### src/rtl/instr_fetch_unit_if.sv
// Bus bundle between the fetch unit (master) and its neighbours (slave):
// the instruction RAM port, the instruction hand-off to execute, and the
// redirect/halt controls coming back from execute.
// Optional macro: FETCH_STALL_CNT_EN adds the 16-bit stall_cnt signal.
interface instr_fetch_unit_if #(
  parameter int ADDR_WIDTH = 14,
  parameter int DATA_WIDTH = 32
);
  logic [ADDR_WIDTH-1:0] mem_addr;
  logic                  mem_cs;
  logic                  mem_oe;
  logic                  mem_we;
  logic [DATA_WIDTH-1:0] mem_rdata;
  logic [DATA_WIDTH-1:0] ir_data;
  logic [ADDR_WIDTH-1:0] ir_pc;
  logic                  ir_valid;
  logic                  ir_ready;
  logic                  redirect_valid;
  logic [ADDR_WIDTH-1:0] redirect_pc;
  logic                  halt;
  logic                  halted;
`ifdef FETCH_STALL_CNT_EN
  logic [15:0]           stall_cnt;
`endif

  modport master (
    output mem_addr, mem_cs, mem_oe, mem_we,
    input  mem_rdata,
    output ir_data, ir_pc, ir_valid,
    input  ir_ready, redirect_valid, redirect_pc, halt,
    output halted
`ifdef FETCH_STALL_CNT_EN
    , output stall_cnt
`endif
  );

  modport slave (
    input  mem_addr, mem_cs, mem_oe, mem_we,
    output mem_rdata,
    input  ir_data, ir_pc, ir_valid,
    output ir_ready, redirect_valid, redirect_pc, halt,
    input  halted
`ifdef FETCH_STALL_CNT_EN
    , input stall_cnt
`endif
  );
endinterface

### src/rtl/instr_fetch_unit.sv
// Instruction fetch unit: ADDR -> WAIT -> HOLD loop against a RAM with one
// cycle read latency, with redirect (jump/skip) and halt support.
// Optional macro: FETCH_STALL_CNT_EN adds a saturating HOLD-stall counter.
module instr_fetch_unit #(
  parameter int          ADDR_WIDTH = 14,
  parameter int          DATA_WIDTH = 32,
  parameter int unsigned RESET_PC   = 'h100,
  parameter int unsigned PC_STEP    = 2
) (
  input logic               clk,
  input logic               rst,
  instr_fetch_unit_if.master bus
);

  typedef enum logic [1:0] {
    S_ADDR,
    S_WAIT,
    S_HOLD,
    S_HALT
  } state_e;

  state_e                state_q,    state_d;
  logic [ADDR_WIDTH-1:0] pc_q,       pc_d;
  logic [DATA_WIDTH-1:0] ir_data_q,  ir_data_d;
  logic [ADDR_WIDTH-1:0] ir_pc_q,    ir_pc_d;
  logic                  ir_valid_q, ir_valid_d;

  // State and instruction registers; reset is synchronous.
  // NOTE: sequential state uses non-blocking (<=) so every register samples
  // the pre-edge values; blocking assigns here would create ordering races.
  always_ff @(posedge clk) begin
    if (rst) begin
      state_q    <= S_ADDR;
      pc_q       <= ADDR_WIDTH'(RESET_PC);
      ir_data_q  <= '0;
      ir_pc_q    <= '0;
      ir_valid_q <= 1'b0;
    end else begin
      state_q    <= state_d;
      pc_q       <= pc_d;
      ir_data_q  <= ir_data_d;
      ir_pc_q    <= ir_pc_d;
      ir_valid_q <= ir_valid_d;
    end
  end

  // Next-state logic: redirect overrides halt, halt overrides the handshake.
  // NOTE: every signal gets a hold default before the case so no path leaves
  // it unassigned, which would otherwise infer a latch.
  always_comb begin
    state_d    = state_q;
    pc_d       = pc_q;
    ir_data_d  = ir_data_q;
    ir_pc_d    = ir_pc_q;
    ir_valid_d = ir_valid_q;

    if (bus.redirect_valid) begin
      // Any read in flight is dropped simply by not capturing it.
      pc_d       = bus.redirect_pc;
      ir_valid_d = 1'b0;
      state_d    = S_ADDR;
    end else begin
      case (state_q)
        S_ADDR: state_d = bus.halt ? S_HALT : S_WAIT;
        S_WAIT: begin
          ir_data_d  = bus.mem_rdata;
          ir_pc_d    = pc_q;
          ir_valid_d = 1'b1;
          pc_d       = pc_q + ADDR_WIDTH'(PC_STEP);  // wraps past max address
          state_d    = S_HOLD;
        end
        S_HOLD: begin
          if (bus.ir_ready) begin
            ir_valid_d = 1'b0;
            state_d    = bus.halt ? S_HALT : S_ADDR;
          end
        end
        S_HALT:  state_d = S_HALT;
        default: state_d = S_ADDR;
      endcase
    end
  end

  // RAM strobes: a read goes out only in ADDR, and never while reset,
  // redirect or halt would throw it away.
  logic rd_en;
  assign rd_en = (state_q == S_ADDR) && !rst && !bus.redirect_valid && !bus.halt;

  assign bus.mem_addr = pc_q;
  assign bus.mem_cs   = rd_en;
  assign bus.mem_oe   = rd_en;
  assign bus.mem_we   = 1'b0;
  assign bus.ir_data  = ir_data_q;
  assign bus.ir_pc    = ir_pc_q;
  assign bus.ir_valid = ir_valid_q;
  assign bus.halted   = (state_q == S_HALT);

`ifdef FETCH_STALL_CNT_EN
  logic [15:0] stall_cnt_q, stall_cnt_d;

  // Count HOLD cycles where execute did not take the instruction; saturate.
  always_comb begin
    stall_cnt_d = stall_cnt_q;
    if (state_q == S_HOLD && !bus.ir_ready && stall_cnt_q != 16'hFFFF)
      stall_cnt_d = stall_cnt_q + 16'd1;
  end

  // Stall counter register.
  always_ff @(posedge clk) begin
    if (rst) stall_cnt_q <= '0;
    else     stall_cnt_q <= stall_cnt_d;
  end

  assign bus.stall_cnt = stall_cnt_q;
`endif

endmodule

### src/flat_wrapper.sv
// flat-port wrapper written by rule: the top's interface ports become plain ports
module instr_fetch_unit_flat 
#(
  parameter int          ADDR_WIDTH = 14,
  parameter int          DATA_WIDTH = 32,
  parameter int unsigned RESET_PC   = 'h100,
  parameter int unsigned PC_STEP    = 2
)
  (clk, rst, bus_mem_addr, bus_mem_cs, bus_mem_oe, bus_mem_we, bus_mem_rdata, bus_ir_data, bus_ir_pc, bus_ir_valid, bus_ir_ready, bus_redirect_valid, bus_redirect_pc, bus_halt, bus_halted);
  instr_fetch_unit_if #(.ADDR_WIDTH(ADDR_WIDTH), .DATA_WIDTH(DATA_WIDTH)) bus_i ();
  input logic clk;
  input logic rst;
  output wire logic [$bits(bus_i.mem_addr)-1:0] bus_mem_addr;
  output wire logic [$bits(bus_i.mem_cs)-1:0] bus_mem_cs;
  output wire logic [$bits(bus_i.mem_oe)-1:0] bus_mem_oe;
  output wire logic [$bits(bus_i.mem_we)-1:0] bus_mem_we;
  input wire logic [$bits(bus_i.mem_rdata)-1:0] bus_mem_rdata;
  output wire logic [$bits(bus_i.ir_data)-1:0] bus_ir_data;
  output wire logic [$bits(bus_i.ir_pc)-1:0] bus_ir_pc;
  output wire logic [$bits(bus_i.ir_valid)-1:0] bus_ir_valid;
  input wire logic [$bits(bus_i.ir_ready)-1:0] bus_ir_ready;
  input wire logic [$bits(bus_i.redirect_valid)-1:0] bus_redirect_valid;
  input wire logic [$bits(bus_i.redirect_pc)-1:0] bus_redirect_pc;
  input wire logic [$bits(bus_i.halt)-1:0] bus_halt;
  output wire logic [$bits(bus_i.halted)-1:0] bus_halted;
  assign bus_mem_addr = bus_i.mem_addr;
  assign bus_mem_cs = bus_i.mem_cs;
  assign bus_mem_oe = bus_i.mem_oe;
  assign bus_mem_we = bus_i.mem_we;
  assign bus_i.mem_rdata = bus_mem_rdata;
  assign bus_ir_data = bus_i.ir_data;
  assign bus_ir_pc = bus_i.ir_pc;
  assign bus_ir_valid = bus_i.ir_valid;
  assign bus_i.ir_ready = bus_ir_ready;
  assign bus_i.redirect_valid = bus_redirect_valid;
  assign bus_i.redirect_pc = bus_redirect_pc;
  assign bus_i.halt = bus_halt;
  assign bus_halted = bus_i.halted;
  instr_fetch_unit #(.ADDR_WIDTH(ADDR_WIDTH), .DATA_WIDTH(DATA_WIDTH), .RESET_PC(RESET_PC), .PC_STEP(PC_STEP)) u_core (.clk(clk), .rst(rst), .bus(bus_i));
endmodule
### config.mk
export PLATFORM = sky130hd
export DESIGN_NAME = instr_fetch_unit_flat
export DESIGN_NICKNAME = d
export VERILOG_FILES = /design/src/rtl/instr_fetch_unit_if.sv /design/src/rtl/instr_fetch_unit.sv /design/src/flat_wrapper.sv
export SDC_FILE = /design/constraint.sdc
export NUM_CORES = 1
export LEC_CHECK = 0
export BUFFER_PORTS_ARGS = -buffer_cell sky130_fd_sc_hd__buf_2
export CAP_MARGIN = 0
export CORE_MARGIN = 1
export CORE_UTILIZATION = 41
export CTS_CLUSTER_DIAMETER = 60
export DETAILED_ROUTE_END_ITERATION = 8
export PLACE_DENSITY = 0.71
export SYNTH_ARGS = -nofsm -noshare
export SYNTH_HDL_FRONTEND = slang
export SYNTH_SLANG_ARGS = --single-unit
### constraint.sdc
create_clock -name clk -period 1.4 [get_ports clk]
set_input_delay 0.07 -clock clk [delete_from_list [all_inputs] [get_ports clk]]
set_output_delay 0.07 -clock clk [all_outputs]
set_load 0.02 [all_outputs]
==> metrics.md, run 1 <==
| Metric | Value |
|---|---|
| Status | `complete, no violations` |
| IO Pins | `116` |
| Synthesized area per cell | `approximately 8.1 sq um` |
| CP Cell Sequence | `buf_4 -> nor4_4 -> buf_4` |
| MaxCap Viol Count | `0` |
| TritonRoute pass-1 iters | `4` |
| P per Cell Area | `around 1000 nW/um^2` |
| Clock transition at path regs | `60 ps` |
| Vias | `2676` |
| Synth Instances | `315` |
| WL final | `7.14 mm` |
| CTS sink cnt | `63` |
| Minimum clock period after layout | `1330 ps` |
| Hold Vio Cnt, Final | `0` |
| Syn Nets | `367` |
| Non-Filler Instances | `551` |
| GP Congestion | `0.864` |
| Initial antenna violation count | `0` |
| Critical setup path kind | `reg -> out` |
| RSZ-0062 raised after global routing | `false` |
| Layout Nets | `523` |
| DRC errors left | `0` |
| Number of global-route vias before repair | `around 2500` |
| Max incr delay on CP | `340 ps` |
| CTS Buf Count | `9` |
| All-Layer GR Usage | `0.218` |
| Yosys warnings | `0` |
| Share of cells above drive strength 1 | `0.345` |
| Initial Utilization | `0.428` |
| Dpl cells | `501` |
| Worst Path Required | `1330 ps` |
| Synth top area share | `0.494` |
| DIE WIDTH | `just over 80 um` |
| Period utilization | `0.950` |
| Hold crit path type | `in -> reg` |
| GRT overflow | `0` |
| Synth Register Bits | `63` |
| Slew Viols, Final | `0` |
| Via density | `between 4 and 5` |
| Detailed placement HPWL | `4.53 mm` |
| Leak | `roughly 1.7 nW` |
| Post-synthesis cell area | `2550 sq um` |
| Initial DRC Count | `79` |
| Drt wl/cell | `13.0 um` |
| TNS Setup | `0 ps` |
| Port-buffer cells | `114` |
| DRT antenna net count | `0` |
| # fillers | `approximately 540` |
| Worst hold slack | `46.6 ps` |
| CP Max Fanout | `5` |
| Most used cell, CP | `buf_4` |
| CTS Buffer Depth | `2` |
| Clock latency on the worst-skew pair | `330 ps` |
| Tot Pwr | `4.00 mW` |
| Synth area leader | `dfxtp_1` |
| Post-CTS setup buffers | `0` |
| First-pass GRT wire length | `11.0 mm` |
| Die Y | `80.9 um` |
| Area Growth Syn to Fin | `50.2%` |
| Crit start category | `register` |
| Final setup viols | `0` |
| Largest net degree at the start of global routing | `47` |
| Peak VDD IR | `approximately 0.65 mV` |
| Register area share after synthesis | `0.494` |
| CTS tree | `built` |
| Core Rows | `28` |
| Worst clock skew | `6.90 ps` |
| Yosys cell types | `35` |
| Worst path slowest cell | `dfxtp_2` |
| Top Family by Delay on Critical Path | `flip-flops` |
| Die ar. | `between 6000 and 7000 sq um` |
| Top cells by area, synth | `dfxtp_1, nand2_1, a21oi_1` |
| FMAX | `752 MHz` |
| CTS H-tree lvls | `3` |
| Crit path DAT | `1260 ps` |
| Critical Path End Type | `output pin` |
| Diode count | `0` |
| Worst Path Buf+Inv | `2` |
| Cell chosen for the clock root | `clkbuf_8` |
| Core area | `5960 sq um` |
==> Yosys cell counts <==
cell type   n
and2_1      3
nand4_1     4
xor2_1      3
buf_2       6
nand3_1     5
a21oi_1    56
or2_2       1
a211oi_1    2
buf_1       2
nor2_1      3
and4b_1     1
and2b_1     1
nor4b_1     2
o21ai_0     3
buf_4       3
buf_6       5
and3_1      1
ha_1        1
nand3b_1    1
o21a_1      9
mux2i_1     2
nor3_1      2
and4_1      1
nor2b_1     4
nor4_1      2
nand2_1    97
inv_1      10
conb_1      1
clkbuf_1    8
nand4b_1    1
nand2b_1    2
nor3b_1     1
dfxtp_1    63
o221a_2     1
xnor2_1     8
==> routing by layer <==
metal	GRT usage	share of wire	up-vias
met5	0	0	-
met4	0.0696	0.010	0
met3	0.0472	0.068	9
met2	0.393	0.49	93
met1	0.253	0.44	1234
li1	-	-	1340
==> flip-flops by register name (all words and copies together), names as in the netlist <==
name,cells
u_core.bus.ir_data,32
u_core.bus.ir_pc,14
u_core.bus.ir_valid,1
u_core.bus.mem_addr,14
u_core.state_q,2
==> kinds of logic after synthesis <==
logic type | Yosys count | synth area share
compound gates | 71 | 0.153
other cells | 1 | 0.00147
simple gates | 132 | 0.229
buf+inv | 34 | 0.0721
flops | 63 | 0.494
mux | 2 | 0.00785
xor+xnor | 11 | 0.0378
fa+ha+maj | 1 | 0.00490
==> worst paths after layout <==
kind                                        startpoint  depth (start not counted)                     end  slack (ps)
worst max-delay path                 u_core.state_q[0]                          3              bus_mem_cs          70
worst min register to register  u_core.bus.ir_data[21]                          2  u_core.bus.ir_data[21]         450
worst max register to register       u_core.state_q[0]                          5   u_core.bus.ir_data[7]         100
worst min-delay path                          bus_halt                          3       u_core.state_q[1]          50
==> worst register-to-register path: cells and delay by family (launching register included) <==
family	cells	cell delay [ps]
compound gates	1	160
buf+inv	1	180
simple gates	3	510
flops	1	360
==> power by group <==
group | internal [mW] | leakage [nW] | switching [mW]
Combinational | 0.280 | 1.13 | 0.310
Sequential | 1.86 | 0.514 | 0.0443
Clock | 0.863 | 0.100 | 0.644
Total | 3.00 | 1.74 | 0.999
==> layout make-up <==
type | instances | area, sq um | area share
Sequential cell | 63 | 1270 | 0.330
Multi-Input combinational cell | 218 | 1140 | 0.298
Timing Repair Buffer | 169 | 1100 | 0.287
Clock buffer | 12 | 145 | 0.0379
Tap cell | 75 | 93.8 | 0.0245
Clock inverter | 4 | 45.0 | 0.0118
Inverter | 10 | 37.5 | 0.00979
==> stage by stage <==
step            util  setup WS, ps  instance area, sq um
2_1_floorplan      -          3.94                  2560
3_3_place_gp   0.546          22.2                  3250
3_5_place_dp   0.546          17.5                  3250
4_1_cts        0.635          2.46                  3780
5_1_grt        0.643          15.5                  3830
6_report       0.643          69.8                  3830
==> cell usage in the layout, fill, tap and decap left out, types with 4 or more instances in the layout <==
master	synthesis	layout
nand2_1	97	97
dfxtp_2	0	4
a21oi_1	56	56
clkbuf_8	0	10
inv_1	10	10
dlygate4sd3_1	0	33
dfxtp_1	63	59
buf_4	3	22
buf_2	6	112
nand4_1	4	4
nand3_1	5	5
o21a_1	9	9
xnor2_1	8	8
==> repair_timing <==
item | in CTS | in global routing
hold buffers | 33 | 0
gates resized for setup | 1 | 9
setup endpoints to repair | 2 | 57
pin swaps | 0 | 1
hold endpoints to repair | 33 | 0
cloned | 0 | 1
Note: power is estimated with default switching activity, not from simulation.
==> run 2, diff against run 1 <==
- ABC_AREA: default -> 1
==> run 2 against run 1 <==
Effect of this change: combinational power up 20%; design area rose by 4.6%; cell count grew 11%; critical path depth did not move; synthesized cell count grew 17%; sequential power rose by 3%; highest routed layer unchanged; die area increased by 4.4%; global-route usage increased by 1.8 points.
==> metrics.md, run 2 <==
| Metric | Value |
|---|---|
| Most frequent cells in the layout | `buf_2, nor2_1, dfxtp_1 (was buf_2, nand2_1, dfxtp_1)` |
| DRC errors left | `0 (unchanged)` |
| Predominant post-synthesis flop cell | `dfxtp_1 (unchanged)` |
| Async S/R FF share, synth | `0 (unchanged)` |
| CTS Buffer Depth | `2 (unchanged)` |
| Synth top area share | `0.473 (was 0.494)` |
| CTS sink cnt | `63 (unchanged)` |
| Synth Instances | `368 (was 315)` |
| Top cells by area, synth | `dfxtp_1, nor2_1, o21ai_0 (was dfxtp_1, nand2_1, a21oi_1)` |
| Core area | `6310 sq um (was 5960 sq um)` |
| Detailed placement HPWL | `5.06 mm (was 4.53 mm)` |
| Commonest non-fill, non-tap cell in the layout | `buf_2 (unchanged)` |
| Worst Path Buf+Inv | `2 (unchanged)` |
| DIE WIDTH | `82.6 um (was 80.9 um)` |
| Final setup viols | `0 (unchanged)` |
| Number of global-route vias before repair | `2791 (was 2517)` |
| Post-place setup slack | `72.5 ps (was 17.5 ps)` |
| CP Max Fanout | `5 (unchanged)` |
| Yosys cell types | `27 (was 35)` |
| Port-buffer cells | `114 (unchanged)` |
| GP Congestion | `0.864 (unchanged)` |
| Drt wl/cell | `12.7 um (was 13.0 um)` |
| Synth Register Bits | `63 (unchanged)` |
| TritonRoute pass-1 iters | `4 (unchanged)` |
| First-pass GRT wire length | `12.0 mm (was 11.0 mm)` |
| Largest net degree at the start of global routing | `32 (was 47)` |
| Most used cell, CP | `buf_4 (unchanged)` |
| Minimum clock period after layout | `1350 ps (was 1330 ps)` |
| Top Family by Delay on Critical Path | `flip-flops (unchanged)` |
| Setup ws final | `49.2 ps (was 69.8 ps)` |
| Max incr delay on CP | `350 ps (was 340 ps)` |
| Post-DP Area | `3410 sq um (was 3250 sq um)` |
| Finished Cell Area | `4010 sq um (was 3830 sq um)` |
| Diode count | `0 (unchanged)` |
| P per Cell Area | `1030 nW/um^2 (was 1040 nW/um^2)` |
| Cell chosen for the clock root | `clkbuf_8 (unchanged)` |
| Slew Viols, Final | `0 (unchanged)` |
| CP Cell Sequence | `buf_4 -> nor4_4 -> buf_4 (unchanged)` |
| Core Rows | `29 (was 28)` |
| Clock latency on the worst-skew pair | `330 ps (about the same)` |
| Area Growth Syn to Fin | `50.4% (was 50.2%)` |
| CTS Buf Count | `9 (unchanged)` |
| Die Y | `82.6 um (was 80.9 um)` |
| All-Layer GR Usage | `0.235 (was 0.218)` |
| CTS tree | `built (unchanged)` |
| Hold crit path type | `in -> reg (unchanged)` |
| DRT antenna net count | `0 (unchanged)` |
| Worst clock skew | `5.28 ps (was 6.90 ps)` |
| RSZ-0062 raised after global routing | `false (unchanged)` |
| Die ar. | `6830 sq um (was 6540 sq um)` |
| Vias | `2967 (was 2676)` |
| Register area share after synthesis | `0.473 (was 0.494)` |
| Largest register FFs | `32 (unchanged)` |
| CTS H-tree lvls | `3 (unchanged)` |
| Crit start category | `register (unchanged)` |
| Share of cells above drive strength 1 | `0.318 (was 0.345)` |
| Via density | `4.83 (was 4.86)` |
| Post-synthesis cell area | `2670 sq um (was 2550 sq um)` |
| Period utilization | `0.965 (was 0.950)` |
| Synthesized area per cell | `7.24 sq um (was 8.10 sq um)` |
| GRT overflow | `0 (unchanged)` |
| Synth area leader | `dfxtp_1 (unchanged)` |
| Initial Utilization | `0.422 (was 0.428)` |
| Count leader, synth | `nor2_1 (was nand2_1)` |
| Hold Vio Cnt, Final | `0 (unchanged)` |
| Leak | `2.04 nW (was 1.74 nW)` |
| Tot Pwr | `4.14 mW (was 4.00 mW)` |
| Critical setup path kind | `reg -> out (unchanged)` |
| Crit path DAT | `1280 ps (was 1260 ps)` |
| Dpl cells | `559 (was 501)` |
| IO Pins | `116 (unchanged)` |
| Top post-synthesis cells by count | `nor2_1, dfxtp_1, nand2_1, o21ai_0, inv_1 (was nand2_1, dfxtp_1, a21oi_1, inv_1, o21a_1)` |
| Initial DRC Count | `145 (was 79)` |
| Status | `complete, no violations (unchanged)` |
| WL final | `7.80 mm (was 7.14 mm)` |
| Clock transition at path regs | `70 ps (was 60 ps)` |
| Worst path slowest cell | `dfxtp_2 (unchanged)` |
| Critical Path End Type | `output pin (unchanged)` |
| Syn Nets | `420 (was 367)` |
| Initial antenna violation count | `0 (unchanged)` |
| Peak VDD IR | `0.612 mV (was 0.651 mV)` |
| EDFF count, synth | `0 (unchanged)` |
| MaxCap Viol Count | `0 (unchanged)` |
| FMAX | `740 MHz (was 752 MHz)` |
| Non-Filler Instances | `614 (was 551)` |
| Worst Path Required | `1330 ps (about the same)` |
| Layout Nets | `585 (was 523)` |
| TNS Setup | `0 ps (unchanged)` |
| Yosys warnings | `0 (unchanged)` |
==> run 2: changes by cell type after synthesis, sizes merged, moves of 3 or more <==
cell and change:
o21ai +45, nand3 +16, nand2 -43, a21oi -44
nor2b -4, o21a -6, xnor2 -8, and2 -3
nor2 +102, inv +18, a31oi +3, nand4 -3
==> run 2: stage by stage <==
stage	hold WS (ps)	utilization
2_1_floorplan	197	-
3_3_place_gp	292	0.539
3_5_place_dp	298	0.539
4_1_cts	9.24	0.628
5_1_grt	21.8	0.635
6_report	21.8	0.635
==> run 2: per-layer routing <==
layer | part of all wire | GRT usage | up-vias
met5 | 0 | 0 | -
met4 | 0.013 | 0.128 | 0
met3 | 0.087 | 0.0549 | 10
met2 | 0.47 | 0.403 | 138
met1 | 0.43 | 0.270 | 1323
li1 | - | - | 1496
==> run 2: logic make-up (layout without fill, tap and decap cells) <==
logic type,count (synthesis),count (layout),synth area share
AO/OA/AOI/OAI,67,67,0.132
AND/OR/NAND/NOR,187,187,0.300
other,1,1,0.00141
flip-flops,63,63,0.473
buffers and inverters,48,217,0.0850
adder cells (fa/ha/maj),1,1,0.00469
XOR/XNOR,1,1,0.00329
==> run 2: final cells by class <==
type | instances | area [sq um]
fill | 571 | 2300
sequential | 63 | 1260
multi-input combinational | 257 | 1210
timing repair buffer | 174 | 1160
clock buffer | 11 | 131
inverter | 28 | 105
tap | 77 | 96.3
clock inverter | 4 | 47.5
==> run 2: worst paths after layout <==
kind                                      startpoint  depth (start not counted)  slack, ps                      to
worst max register to register     u_core.state_q[1]                          6        100  u_core.bus.ir_data[22]
worst min register to register  u_core.bus.ir_pc[10]                          1        460    u_core.bus.ir_pc[10]
worst min-delay path              bus_redirect_pc[1]                          3         20  u_core.bus.mem_addr[1]
worst max-delay path               u_core.state_q[0]                          3         50              bus_mem_oe
==> run 2: power breakdown <==
part           switching, mW  total [mW]  internal [mW]
Clock                  0.671        1.48          0.807
Sequential            0.0643        1.95           1.89
Combinational          0.397       0.708          0.311
Total                   1.13        4.14           3.01
==> run 2: repair_timing <==
action	in CTS	in global routing
setup buffers	0	3
hold buffers	37	0
endpoints found under the setup margin	2	41
cloned	0	0
pin swaps	0	3
hold endpoints to repair	37	0
gates resized for setup	1	10
==> run 2: worst register-to-register path: stages, from the launching register on <==
cell     delay (ps)
dfxtp_2         360
inv_1           120
nand2_2         110
nor2_4          200
buf_4           220
o21ai_0          90
nor2_1          120
==> run 3, diff against run 2 <==
- CTS_BUF_LIST: default -> sky130_fd_sc_hd__clkbuf_2
==> run 3 against run 2 <==
Effect of this change: the run now ends with negative setup slack left; combinational power grew 10%; worst hold slack gained 89 ps; routed wire length grew 9.9%; worst setup slack lost 91 ps; fmax shrank 6.3%; total power shrank 8.8%; largest cell class is now non-clock buffers; largest power group unchanged; sequential power is essentially flat; core utilization grew 2.9 points; count of clock-buffer cells in the layout is the same.
==> metrics.md, run 3 (synthesized netlist as in run 2, its figures left out) <==
| Metric | Value |
|---|---|
| Number of global-route vias before repair | `2904 (was 2791)` |
| Internal power | `2.65 mW (was 3.01 mW)` |
| Sw frac | `0.297 (was 0.274)` |
| TNS Setup | `-84.0 ps (was 0 ps)` |
| Detailed placement HPWL | `5.06 mm (unchanged)` |
| Clock transition at path regs | `170 ps (was 70 ps)` |
| Die ar. | `6830 sq um (unchanged)` |
| Clock latency on the worst-skew pair | `470 ps (was 330 ps)` |
| Area of the multi-input gates | `1250 sq um (was 1210 sq um)` |
| RSZ-0062 raised after global routing | `true (was false)` |
| Setup ws final | `-41.9 ps (was 49.2 ps)` |
| IO Pins | `116 (unchanged)` |
| Commonest non-fill, non-tap cell in the layout | `buf_2 (unchanged)` |
| MaxCap Viol Count | `0 (unchanged)` |
| Slew Viols, Final | `0 (unchanged)` |
| DRC errors left | `0 (unchanged)` |
| Die Y | `82.6 um (unchanged)` |
| Critical setup path kind | `reg -> out (unchanged)` |
| Hold crit path type | `in -> reg (unchanged)` |
| DRT antenna net count | `0 (unchanged)` |
| Port-buffer cells | `114 (unchanged)` |
| CP Max Fanout | `4 (was 5)` |
| First-pass GRT wire length | `12.5 mm (was 12.0 mm)` |
| Final setup viols | `5 (was 0)` |
| WL final | `8.58 mm (was 7.80 mm)` |
| Leak | `2.11 nW (was 2.04 nW)` |
| Worst clock skew | `21.3 ps (was 5.28 ps)` |
| CTS tree | `built (unchanged)` |
| DIE WIDTH | `82.6 um (unchanged)` |
| Critical Path End Type | `output pin (unchanged)` |
| Area Growth Syn to Fin | `57.2% (was 50.4%)` |
| Post-place setup slack | `72.5 ps (unchanged)` |
| Switching power total | `1.12 mW (was 1.13 mW)` |
| Minimum clock period after layout | `1440 ps (was 1350 ps)` |
| Largest register FFs | `32 (unchanged)` |
| GRT overflow | `0 (unchanged)` |
| Crit path DAT | `1370 ps (was 1280 ps)` |
| CTS H-tree lvls | `3 (unchanged)` |
| FMAX | `694 MHz (was 740 MHz)` |
| Layout Nets | `603 (was 585)` |
| GP Congestion | `0.864 (unchanged)` |
| Share of cells above drive strength 1 | `0.337 (was 0.318)` |
| Status | `finished, violations left (was complete, no violations)` |
| Initial DRC Count | `215 (was 145)` |
| Worst Path Required | `1330 ps (about the same)` |
| # fillers | `545 (was 571)` |
| Hold Vio Cnt, Final | `0 (unchanged)` |
| Core Rows | `29 (unchanged)` |
| Diode count | `0 (unchanged)` |
| Worst hold slack | `111 ps (was 21.8 ps)` |
| CTS sink cnt | `63 (unchanged)` |
| Storage cell area | `1270 sq um (was 1260 sq um)` |
| Peak VDD IR | `0.574 mV (was 0.612 mV)` |
| Most frequent cells in the layout | `buf_2, nor2_1, dfxtp_1 (unchanged)` |
| Tot Pwr | `3.77 mW (was 4.14 mW)` |
| Clk network pwr share | `0.276 (was 0.357)` |
| Largest net degree at the start of global routing | `32 (unchanged)` |
| P per Cell Area | `901 nW/um^2 (was 1030 nW/um^2)` |
| All-Layer GR Usage | `0.245 (was 0.235)` |
| Cell chosen for the clock root | `clkbuf_2 (was clkbuf_8)` |
| Via density | `4.93 (was 4.83)` |
| Period utilization | `1.03 (was 0.965)` |
| Vias | `3116 (was 2967)` |
| Core area | `6310 sq um (unchanged)` |
| Crit start category | `register (unchanged)` |
| Initial Utilization | `0.422 (unchanged)` |
| CTS Buf Count | `9 (unchanged)` |
| Comb pwr share | `0.207 (was 0.171)` |
| Drt wl/cell | `13.6 um (was 12.7 um)` |
| Setup crit start | `u_core.state_q[1] (was u_core.state_q[0])` |
| TritonRoute pass-1 iters | `4 (unchanged)` |
| Hold Startpoint | `bus_redirect_valid (was bus_redirect_pc[1])` |
| Reg power frac | `0.517 (was 0.472)` |
| RR Startpoint | `u_core.state_q[0] (was u_core.state_q[1])` |
| Failing checks | `negative setup slack` |
| Initial antenna violation count | `0 (unchanged)` |
| CTS Buffer Depth | `2 (unchanged)` |
run 3: changes by cell type in the layout (fill, tap and decap cells not counted), moves of 2 or more:
| cell | previous run | this run |
|---|---|---|
| dfxtp_4 | 0 | 2 |
| dlygate4sd3_1 | 37 | 51 |
| nor2_1 | 94 | 89 |
| clkbuf_2 | 0 | 11 |
| nor2_4 | 5 | 9 |
| clkbuf_1 | 2 | 0 |
| clkbuf_8 | 9 | 0 |
run 3: final cells by class:
cell class,count,share of cell area
repair buffers,192,0.325
flip-flops and latches,63,0.303
multi-input cells,257,0.299
inverters,28,0.0257
well taps,77,0.0230
clock buffers,11,0.0131
clock inverters,4,0.0114
run 3: layer usage:
metal,part of all wire,routed length [um],up-vias,GRT usage
met5,0,0,-,0
met4,0.021,180,0,0.122
met3,0.073,624,23,0.0593
met2,0.49,4230,136,0.430
met1,0.41,3540,1414,0.275
li1,-,-,1543,-
run 3: critical path, stage by stage (launching register included):
cell	delay, ps
dfxtp_4	400
nor4_4	310
buf_4	200
run 3: path summary, 6_finish.rpt:
path / to / slack [ps] / cells after the start
worst max-delay path: bus_mem_oe / -40 / 2
worst min register to register: u_core.bus.ir_pc[8] / 480 / 2
worst max register to register: u_core.bus.mem_addr[3] / 0 / 8
worst min-delay path: u_core.bus.mem_addr[5] / 110 / 6
run 3: per-stage QoR:
stage	cells	utilization	instance area (sq um)
6_report	632	0.663	4190
5_1_grt	632	0.663	4190
4_1_cts	624	0.638	4030
3_5_place_dp	559	0.539	3410
3_3_place_gp	559	0.539	3410
2_1_floorplan	368	-	2670
run 3: power by group through the flow:
stage / clock network (mW) / logic, mW / registers (mW)
floorplan: 0 / 0.233 / 2.10
global placement: 0 / 0.603 / 1.98
detailed placement: 0 / 0.610 / 1.99
CTS: 1.08 / 0.725 / 1.95
global route: 1.17 / 0.849 / 1.96
finish: 1.04 / 0.781 / 1.95
run 3: repair_timing:
| item | CTS | global route |
|---|---|---|
| endpoints found under the setup margin | 3 | 30 |
| resized for setup | 7 | 22 |
| gates cloned | 0 | 1 |
| hold endpoints to repair | 52 | 12 |
| pin swaps | 1 | 9 |
| setup buffers | 2 | 5 |
| hold buffers | 49 | 3 |
